### src/rtl/hazard_ctrl_if.sv
// Hazard and sequencing controller for the RV32IF 5-stage pipeline.
// Combinational forwarding and load-use detection for the integer and FP
// register files, plus a two-state scheduler that holds E for the fixed
// latency of FDIV.S / FSQRT.S.
module hazard_ctrl_if #(
  parameter int DIV_CYC  = 16,
  parameter int SQRT_CYC = 24,
  parameter int CNT_W    = 5
) (
  input  logic       clk,
  input  logic       reset,
  input  logic [4:0] Rs1D_i,
  input  logic [4:0] Rs2D_i,
  input  logic [4:0] Rs1D_f,
  input  logic [4:0] Rs2D_f,
  input  logic [4:0] Rs1E_i,
  input  logic [4:0] Rs2E_i,
  input  logic [4:0] Rs1E_f,
  input  logic [4:0] Rs2E_f,
  input  logic [4:0] RdE_i,
  input  logic [4:0] RdE_f,
  input  logic [4:0] RdM_i,
  input  logic [4:0] RdM_f,
  input  logic [4:0] RdW_i,
  input  logic [4:0] RdW_f,
  input  logic       RegWriteM_i,
  input  logic       RegWriteW_i,
  input  logic       RegWriteM_f,
  input  logic       RegWriteW_f,
  input  logic       LoadE_i,
  input  logic       LoadE_f,
  input  logic       PCSrcE,
  input  logic       FpLongE,
  input  logic       FpSqrtE,
  output logic [1:0] ForwardAE_i,
  output logic [1:0] ForwardBE_i,
  output logic [1:0] ForwardAE_f,
  output logic [1:0] ForwardBE_f,
  output logic       StallF,
  output logic       StallD,
  output logic       StallE,
  output logic       FlushD,
  output logic       FlushE,
  output logic       FlushM,
  output logic       FpBusy,
  output logic       FpDone
);

  typedef enum logic {IDLE, BUSY} state_t;

  localparam logic [CNT_W-1:0] DIV_LOAD  = CNT_W'(DIV_CYC - 2);
  localparam logic [CNT_W-1:0] SQRT_LOAD = CNT_W'(SQRT_CYC - 2);

  state_t           state;
  logic [CNT_W-1:0] cnt;
  logic             lw_stall;
  logic             fp_stall;

  // M-stage match wins over W; x0 never forwards on the integer path.
  function automatic logic [1:0] fwd_sel(input logic [4:0] rs,
                                         input logic [4:0] rd_m,
                                         input logic       we_m,
                                         input logic [4:0] rd_w,
                                         input logic       we_w,
                                         input logic       int_path);
    logic zero_block;
    zero_block = int_path && (rs == 5'd0);
    if (we_m && (rs == rd_m) && !zero_block)      return 2'b10;
    else if (we_w && (rs == rd_w) && !zero_block) return 2'b01;
    else                                          return 2'b00;
  endfunction

  // Operand forwarding selects for both register files.
  always_comb begin
    ForwardAE_i = fwd_sel(Rs1E_i, RdM_i, RegWriteM_i, RdW_i, RegWriteW_i, 1'b1);
    ForwardBE_i = fwd_sel(Rs2E_i, RdM_i, RegWriteM_i, RdW_i, RegWriteW_i, 1'b1);
    ForwardAE_f = fwd_sel(Rs1E_f, RdM_f, RegWriteM_f, RdW_f, RegWriteW_f, 1'b0);
    ForwardBE_f = fwd_sel(Rs2E_f, RdM_f, RegWriteM_f, RdW_f, RegWriteW_f, 1'b0);
  end

  // Load-use hazard and multi-cycle FP hold, combined into pipeline controls.
  always_comb begin
    lw_stall = (LoadE_i && (RdE_i != 5'd0) && ((RdE_i == Rs1D_i) || (RdE_i == Rs2D_i))) ||
               (LoadE_f && ((RdE_f == Rs1D_f) || (RdE_f == Rs2D_f)));
    fp_stall = ((state == IDLE) && FpLongE) || ((state == BUSY) && (cnt != '0));
    FpBusy   = (state == BUSY);
    FpDone   = (state == BUSY) && (cnt == '0);
    StallF   = lw_stall || fp_stall;
    StallD   = lw_stall || fp_stall;
    StallE   = fp_stall;
    FlushM   = fp_stall;
    FlushD   = PCSrcE && !fp_stall;
    FlushE   = (lw_stall || PCSrcE) && !fp_stall;
  end

  // Latency scheduler: the first E cycle is spent in IDLE, so the counter
  // is loaded with N-2 and the release cycle is BUSY with cnt==0.
  always_ff @(posedge clk or posedge reset) begin
    if (reset) begin
      state <= IDLE;
      cnt   <= '0;
    end else begin
      case (state)
        IDLE: begin
          if (FpLongE) begin
            cnt   <= FpSqrtE ? SQRT_LOAD : DIV_LOAD;
            state <= BUSY;
          end
        end
        BUSY: begin
          if (cnt != '0) cnt <= cnt - 1'b1;
          else           state <= IDLE;
        end
        default: state <= IDLE;
      endcase
    end
  end

endmodule

### config.mk
export PLATFORM = sky130hd
export DESIGN_NAME = hazard_ctrl_if
export DESIGN_NICKNAME = d
export VERILOG_FILES = /design/src/rtl/hazard_ctrl_if.sv
export SDC_FILE = /design/constraint.sdc
export NUM_CORES = 1
export LEC_CHECK = 0
export ABC_AREA = 1
export CAP_MARGIN = 15
export CORE_MARGIN = 1
export CORE_UTILIZATION = 31
export CTS_BUF_LIST = sky130_fd_sc_hd__clkbuf_16
export DETAILED_ROUTE_END_ITERATION = 16
export PLACE_DENSITY = 0.85
export SLEW_MARGIN = 25
export SYNTH_ARGS = -nofsm -noshare
export SYNTH_HDL_FRONTEND = slang
export SYNTH_SLANG_ARGS = --single-unit
### constraint.sdc
create_clock -name clk -period 1.6 [get_ports clk]
set_clock_uncertainty 0.15 [all_clocks]
set_input_delay 0.16 -clock clk [delete_from_list [all_inputs] [get_ports clk]]
set_output_delay 0.16 -clock clk [all_outputs]
set_load 0.02 [all_outputs]
==> flow_summary.toml, run 1 <==
[floorplanning]
chipHeight_microns = 66.8
rows = 23
die-width_microns = 66.8
initial_core_util_pct = 32.3
fp.coreArea_sq_um = 4030
die_area_sq_um = 4460
io_pins = 97

[detailed_routing]
vias = 1903
routedWlPerCell_microns = 11.0
drt-pass1-iter-count = 4
via_per_inst = 4.60
postRouteAntennaNets = 0
drc = 0
wirelength_microns = 4540
drt_iter0_markers = 141

[power]
ir_drop_v = 0.000423
finalPower_uw = 2110
p_per_area_nw_per_um2 = 812
leakagePower_uw = 0.00144

[sta]
worst_pin_slew_ps = 270
rsz0062_at_grt = "yes"
slew_headroom_pct = 81.9
fin_hold_ws_ps = 11.7
hold_violations = 0
slew_viol_final = 0
final.period_utilization_pct = 123
finalCriticalPeriod_ps = 1970
setup_slack_ps = -369
tns_ps = -2560
setup_viol = 11
fmax_mhz = 508

[finish]
layout_commonest_cell = "nand2_1"
nets = 448
area.sequential_sq_um = 150
final_cell_mix = "71 x nand2_1, 39 x inv_1, 37 x clkdlybuf4s50_1"
syn_to_final_growth_pct = 99.6
diodes = 0
multiInputGateArea_sq_um = 1020
fill_cells = 355
drive_gt1_share_pct = 20.6

[clock_network]
cts_tree = "built"
root_buffer = "clkbuf_16"
clock_sinks = 6
worstSkewPairLatency_ps = 230
numCtsBuffers = 3
htree_levels = 1
clockBufferDepth = 2
cts.clk_slew.worst_paths_ps = 40

[global_routing]
antenna_found_initial = 0
met2_usage_pct = 42.4
grt_overflow = 0
grt_use_met1_pct = 22.5
grt_pass1_vias = 1843
grt_max_degree = 9
grt_use_total_pct = 21.4
grt.busiest_layer = "met2"
grt_pass1_wl_microns = 7370
grtUsageMet3_pct = 3.25

[worst_setup_path]
r2r-start = "cnt[0]"
timing.rr.end = "cnt[3]"
cp-end-kind = "output pin"
reg2reg_setup_slack_ps = -70
worstPathRequired_ps = 1290
cp_data_arrival_time_ps = 1660
critPathKind = "reg2out"
r2r_cells = 10
path_max_fanout = 3
critPathLaunchType = "flip-flop"

[worst_hold_path]
min_path_type = "in2async"

[logic_synthesis]
ys_warn_count = 0
syn_nets = 321
netlist.area_leader.share_pct = 20.7
seq_area_frac_synth_pct = 11.5
async_flop_share_pct = 100
netlist_instances = 239
synth-seq-cells = 6
synth_ff_type = "dfrtp_1"
syn-cell-area_sq_um = 1300
ys_top_cells_by_area = "nand2_1 21%, inv_1 14%, dfrtp_1 12%, xor2_1 11%, xnor2_1 9.4%"
avgSynthCellArea_sq_um = 5.45
synth_top_area_cell = "nand2_1"
synth_cell_types = 25
synth-edff-count = 0

[outcome]
violations = "setup timing"
status = "complete, but fails checks"

[placement]
routabilityCongestion = 0.789
dp_worst_setup_slack_ps = -706
io_buffers = 96
hpwl_microns = 3770

[flow_run]
maxCapViolations = 0
-- metrics by stage --
step	utilization (%)	instances	cell area, sq um
floorplan	-	239	1350
global placement	62.3	404	2510
detailed placement	62.3	404	2510
CTS	63.5	411	2560
global route	64.5	414	2600
finish	64.5	414	2600
-- cell usage after synthesis, drive strengths merged, types with 2 or more instances --
library cell  number
a21oi              5
buf                2
dfrtp              6
inv               50
nand2             73
nand3              8
nand4              8
nor2              30
nor3               6
nor4               2
o211ai             2
o21ai              9
o22ai              3
xnor2             14
xor2              16
-- worst max-delay path, stage by stage, from the launching register on --
cell	delay [ps]
dfrtp_1	380
inv_2	80
ha_4	130
inv_4	40
nor3_4	150
nand2_2	100
nor2_4	120
nor2_4	40
inv_2	70
buf_6	100
nand3_4	60
buf_6	140
-- routing by layer --
layer	up-vias	routed length, microns
met2	83	2370
met1	822	1710
met4	0	58
met5	-	0
li1	992	-
met3	6	402
-- state kept, by name, indices dropped and copies added, names as in the netlist --
register  count
FpBusy        1
cnt           5
-- cell type report --
cell class	instances	area share, %
Timing Repair Buffer	124	42.3
Multi-Input combinational cell	181	39.3
Inverter	50	7.31
Sequential cell	6	5.77
Clock buffer	3	2.89
Tap cell	50	2.41
-- repair_timing --
| item | CTS | global route |
|---|---|---|
| hold buffers | 0 | 0 |
| endpoints found under the setup margin | 20 | 20 |
| buffers inserted | 4 | 3 |
| gates resized for setup | 124 | 22 |
| pin swaps | 17 | 14 |
-- report_power, final --
part	total (uW)	internal, uW	switching (uW)
registers	287	230	57.8
logic	1410	736	678
clock network	411	321	89.4
total	2110	1290	825
-- worst max-delay path by stage --
stage / from / slack (ps) / to
final: cnt[0] / -370 / StallD
after global routing: cnt[0] / -480 / StallF
after CTS: cnt[0] / -350 / StallD
after detailed placement: RdE_i[4] / -710 / FlushE
after global placement: RdE_f[4] / -660 / FlushE
after floorplan: cnt[0] / -270 / StallF
-- cell families after synthesis --
kind of cell / share of synthesized area (%)
compound gates: 9.13
xor+xnor: 20.2
fa+ha+maj: 0.960
buf+inv: 15.6
flops: 11.5
simple gates: 42.7
Note: power is estimated with default switching activity, not from simulation.
==> run 2: changes to the inputs <==
--- a/config.mk
+++ b/config.mk
@@ -11,8 +11,7 @@
 export CORE_UTILIZATION = 31
 export CTS_BUF_LIST = sky130_fd_sc_hd__clkbuf_16
 export DETAILED_ROUTE_END_ITERATION = 16
-export PLACE_DENSITY = 0.85
-export SLEW_MARGIN = 25
+export PLACE_DENSITY = 0.76
 export SYNTH_ARGS = -nofsm -noshare
 export SYNTH_HDL_FRONTEND = slang
 export SYNTH_SLANG_ARGS = --single-unit
==> flow_summary.toml, run 2 (synthesis gave the netlist of run 1 again) <==
[detailed_routing]
postRouteAntennaNets = 0
wirelength_microns = 4810
vias = 1877
drc = 0
drt_iter0_markers = 88
routedWlPerCell_microns = 11.7
via_per_inst = 4.57
drt-pass1-iter-count = 4

[finish]
top_register = "cnt"
syn_to_final_growth_pct = 100
final_core_util_pct = 64.7
drive_gt1_share_pct = 20.5
nets = 445
layout_commonest_cell = "nand2_1"
design_area_sq_um = 2610
final_cell_mix = "71 x nand2_1, 41 x inv_1, 37 x clkdlybuf4s50_1"
diodes = 0
largest_register_ffs = 5

[sta]
fmax_mhz = 498
rsz0062_at_grt = "yes"
finalCriticalPeriod_ps = 2010
slew_viol_final = 0
final.period_utilization_pct = 126
tns_ps = -2780
setup_viol = 11
worst_pin_slew_ps = 276
slew_headroom_pct = 81.4
setup_slack_ps = -408
hold_violations = 0

[worst_setup_path]
worstPathRequired_ps = 1290
timing.rr.end = "cnt[3]"
cp_data_arrival_time_ps = 1700
reg2reg_setup_slack_ps = -110
crit_end = "StallD"
r2r_cells = 10
r2r-start = "cnt[0]"
critPathLaunchType = "flip-flop"
crit_path_start = "cnt[0]"
cp-end-kind = "output pin"
path_max_fanout = 3
critPathKind = "reg2out"

[placement]
io_buffers = 96
dpl-instance-area_sq_um = 2520
routabilityCongestion = 0.779
dp_worst_setup_slack_ps = -715
hpwl_microns = 3870

[clock_network]
clockBufferDepth = 2
root_buffer = "clkbuf_16"
cts.clk_slew.worst_paths_ps = 40
cts_tree = "built"
htree_levels = 1
cts_hold_buffers = 0
clock_sinks = 6
worstSkewPairLatency_ps = 230
numCtsBuffers = 3

[outcome]
violations = "setup timing"
status = "complete, but fails checks"

[global_routing]
grt_pass1_wl_microns = 7750
grt_max_degree = 9
grt_pass1_vias = 1903
grt_overflow = 0
grt_use_total_pct = 22.3
antenna_found_initial = 0

[floorplanning]
die-width_microns = 66.8
initial_core_util_pct = 32.3
io_pins = 97
chipHeight_microns = 66.8
die_area_sq_um = 4460
fp.coreArea_sq_um = 4030
rows = 23

[worst_hold_path]
min_path_type = "in2async"

[power]
leakagePower_uw = 0.00144
finalPower_uw = 2130
ir_drop_v = 0.000458
p_per_area_nw_per_um2 = 819

[flow_run]
maxCapViolations = 0
[run 2: cell types whose count changed in the layout (fill, tap and decap cells not counted), sizes merged]
cell,previous run,this run
buf,43,41
clkdlybuf4s15,2,1
[run 2: report_power, final]
group          internal [uW]  leakage (uW)  switching (uW)  total (uW)
registers                230     0.0000692            68.6         298
logic                    720       0.00133             710        1430
clock network            321     0.0000370            85.9         407
total                   1270       0.00144             864        2130
[run 2: metrics by stage]
stage	hold WS, ps	instances
2_1_floorplan	-199	239
3_3_place_gp	241	405
3_5_place_dp	255	405
4_1_cts	25.4	411
5_1_grt	44.3	411
6_report	12.0	411
[run 2: final cells by class]
type | count | area, sq um
multi-input cells | 181 | 1040
flip-flops and latches | 6 | 150
well taps | 50 | 62.6
repair buffers | 121 | 1080
fillers | 366 | 1420
clock buffers | 3 | 75.1
inverters | 50 | 190
[run 2: worst min-delay path by stage]
stage                  end  slack [ps]  cells past startpoint
global placement    cnt[0]         240                      2
floorplan           FpBusy        -200                      1
global route        cnt[1]          40                      2
detailed placement  cnt[4]         250                      2
CTS                 cnt[4]          30                      2
finish              cnt[0]          10                      2
[run 2: routing by layer]
layer	up-vias	part of all wire [%]	track usage [%]
met5	-	0	0
met4	0	0.81	4.52
met3	4	8.4	4.45
met2	80	51	43.9
met1	812	39	23.9
li1	981	-	-
[run 2: critical path, stage by stage, from the launching register on]
cell	delay (ps)
dfrtp_1	390
inv_2	90
ha_4	150
inv_4	40
nor3_4	140
nand2_2	110
nor2_4	130
nor2_4	40
inv_2	70
buf_6	100
nand3_4	70
buf_6	140
[run 2: timing repair]
| action | CTS | global route |
|---|---|---|
| setup endpoints to repair | 20 | 17 |
| gates cloned | 0 | 0 |
| buffers inserted | 3 | 0 |
| pin swaps | 19 | 11 |
| gates resized for setup | 135 | 17 |
==> run 3: changes to the inputs <==
--- a/config.mk
+++ b/config.mk
@@ -6,12 +6,13 @@
 export NUM_CORES = 1
 export LEC_CHECK = 0
 export ABC_AREA = 1
-export CAP_MARGIN = 15
+export CAP_MARGIN = 10
 export CORE_MARGIN = 1
-export CORE_UTILIZATION = 31
+export CORE_UTILIZATION = 58
 export CTS_BUF_LIST = sky130_fd_sc_hd__clkbuf_16
 export DETAILED_ROUTE_END_ITERATION = 16
-export PLACE_DENSITY = 0.76
+export DONT_BUFFER_PORTS = 1
+export PLACE_DENSITY = 0.75
 export SYNTH_ARGS = -nofsm -noshare
 export SYNTH_HDL_FRONTEND = slang
 export SYNTH_SLANG_ARGS = --single-unit
==> flow_summary.toml, run 3 (synthesis gave the netlist of run 1 again) <==
[worst_setup_path]
r2r-start = "cnt[1]"
crit_end = "FlushE"
crit_path_start = "cnt[1]"
max_stage_delay_ps = 400
cp_cell_sequence = "inv_2, ha_4, inv_4, nor3_4, nand2_2, nor2_4, nor2_4, inv_4, nand2_4, nand2_4"
critPathKind = "reg2out"
reg2reg_setup_slack_ps = -310
r2r_cells = 11
critical_path.slowest_cell = "dfrtp_1"
critPathLaunchType = "flip-flop"
cp_data_arrival_time_ps = 1670
cp-end-kind = "output pin"
timing.rr.end = "cnt[3]"
worstPathRequired_ps = 1290
path_max_fanout = 4

[sta]
fmax_mhz = 505
worst_pin_slew_ps = 404
finalCriticalPeriod_ps = 1980
slew_viol_final = 0
setup_slack_ps = -382
setup_viol = 13
slew_headroom_pct = 73.0
rsz0062_at_grt = "yes"
final.period_utilization_pct = 124
hold_violations = 0

[clock_network]
htree_levels = 1
numCtsBuffers = 3
worstSkewPairLatency_ps = 230
root_buffer = "clkbuf_16"
clockBufferDepth = 2
cts.clk_slew.worst_paths_ps = 40
clock_sinks = 6
cts_tree = "built"

[detailed_routing]
wl_met3_microns = 662
routedWlPerCell_microns = 16.1
postRouteAntennaNets = 0
vias = 1744
drt_iter0_markers = 133
met1_length_microns = 1470
drc = 2
routed.top_layer = "met4"
wirelength_microns = 4740
wl_met2_microns = 2200
drt-pass1-iter-count = 13
via_per_inst = 5.93

[power]
power.combinational.fraction_pct = 61.2
ir_drop_v = 0.000969
switchingPower_uw = 847
clkPwrFrac_pct = 22.1
seqPwrFrac_pct = 16.6
intPower_uw = 1070
p_sw_share_pct = 44.2
p_per_area_nw_per_um2 = 1140
leakagePower_uw = 0.000944
finalPower_uw = 1920

[global_routing]
grt_use_total_pct = 36.2
grt_overflow = 0
grt_pass1_vias = 1696
grt_max_degree = 7
grt_pass1_wl_microns = 6760
antenna_found_initial = 0

[placement]
routabilityCongestion = 0.846
dpl-instance-area_sq_um = 1470
io_buffers = 0
dp_worst_setup_slack_ps = -109
hpwl_microns = 2770

[outcome]
status = "complete, but fails checks"
violations = "DRC, setup timing"

[flow_run]
maxCapViolations = 0

[finish]
drive_gt1_share_pct = 17.2
final_cell_mix = "69 x nand2_1, 45 x inv_1, 27 x nor2_1"
largest_register_ffs = 5
layout_commonest_cell = "nand2_1"
design_area_sq_um = 1690
syn_to_final_growth_pct = 29.4
diodes = 0
top_register = "cnt"
nets = 351
fill_cells = 134

[floorplanning]
initial_core_util_pct = 63.8
die_area_sq_um = 2440
die-width_microns = 49.4
io_pins = 97
chipHeight_microns = 49.4
fp.coreArea_sq_um = 2040
rows = 16

[worst_hold_path]
holdPathStages = 3
min_path_type = "in2reg"
-- run 3: cell types whose count changed in the layout (fill, tap and decap cells not counted), sizes merged --
| cell | delta |
|---|---|
| buf | -17 |
| clkdlybuf4s50 | -37 |
| dlygate4sd3 | +3 |
| dlymetal6s2s | -6 |
| clkbuf | -2 |
| clkdlybuf4s15 | -1 |
| dlygate4sd2 | -34 |
-- run 3: layout make-up --
class	instances	area, sq um	share of cell area (%)
Multi-Input combinational cell	181	1020	60.4
Timing Repair Buffer	27	214	12.7
Inverter	50	195	11.6
Sequential cell	6	150	8.91
Clock buffer	3	75.1	4.45
Tap cell	27	33.8	2.00
-- run 3: timing repair --
action                                 4_1_cts  5_1_grt
pin swaps                                    5        0
resized for setup                           10        4
buffers inserted                             8        2
hold buffers                                 3        0
setup endpoints to repair                   11       13
endpoints found under the hold margin        7        0
-- run 3: stage by stage --
stage / setup TNS [ps] / cells / utilization, % / hold slack, ps
after detailed placement: -559 / 278 / 71.8 / -173
after global routing: -4150 / 294 / 82.5 / 59.8
final: -3410 / 294 / 82.5 / 49.8
after global placement: -209 / 278 / 71.8 / -178
after floorplan: -997 / 239 / - / -199
after CTS: -1490 / 292 / 81.4 / 37.5
-- run 3: how the worst min path moves through the flow --
stage,start,end,slack (ps)
floorplan,reset,FpBusy,-200
global placement,reset,cnt[4],-180
detailed placement,reset,cnt[4],-170
CTS,FpSqrtE,cnt[3],40
global route,FpSqrtE,cnt[3],60
finish,FpSqrtE,cnt[3],50
-- run 3: critical path: cells and delay by family (launching register included) --
kind | cells | cell delay, ps
DFF | 1 | 400
buffers and inverters | 3 | 240
and+or+nand+nor | 6 | 650
adders and majority gates | 1 | 150
-- run 3: per-layer routing --
| metal | global-route usage [%] | vias to the layer above |
|---|---|---|
| li1 | - | 787 |
| met1 | 31.7 | 710 |
| met2 | 67.1 | 184 |
| met3 | 11.5 | 63 |
| met4 | 28.1 | 0 |
| met5 | 0 | - |
-- run 3: power by group through the flow --
stage               clock network (uW)  logic, uW  registers, uW
floorplan                            0        622            292
global placement                     0        811            284
detailed placement                   0        851            291
CTS                                403       1000            303
global route                       423       1250            319
finish                             424       1170            319
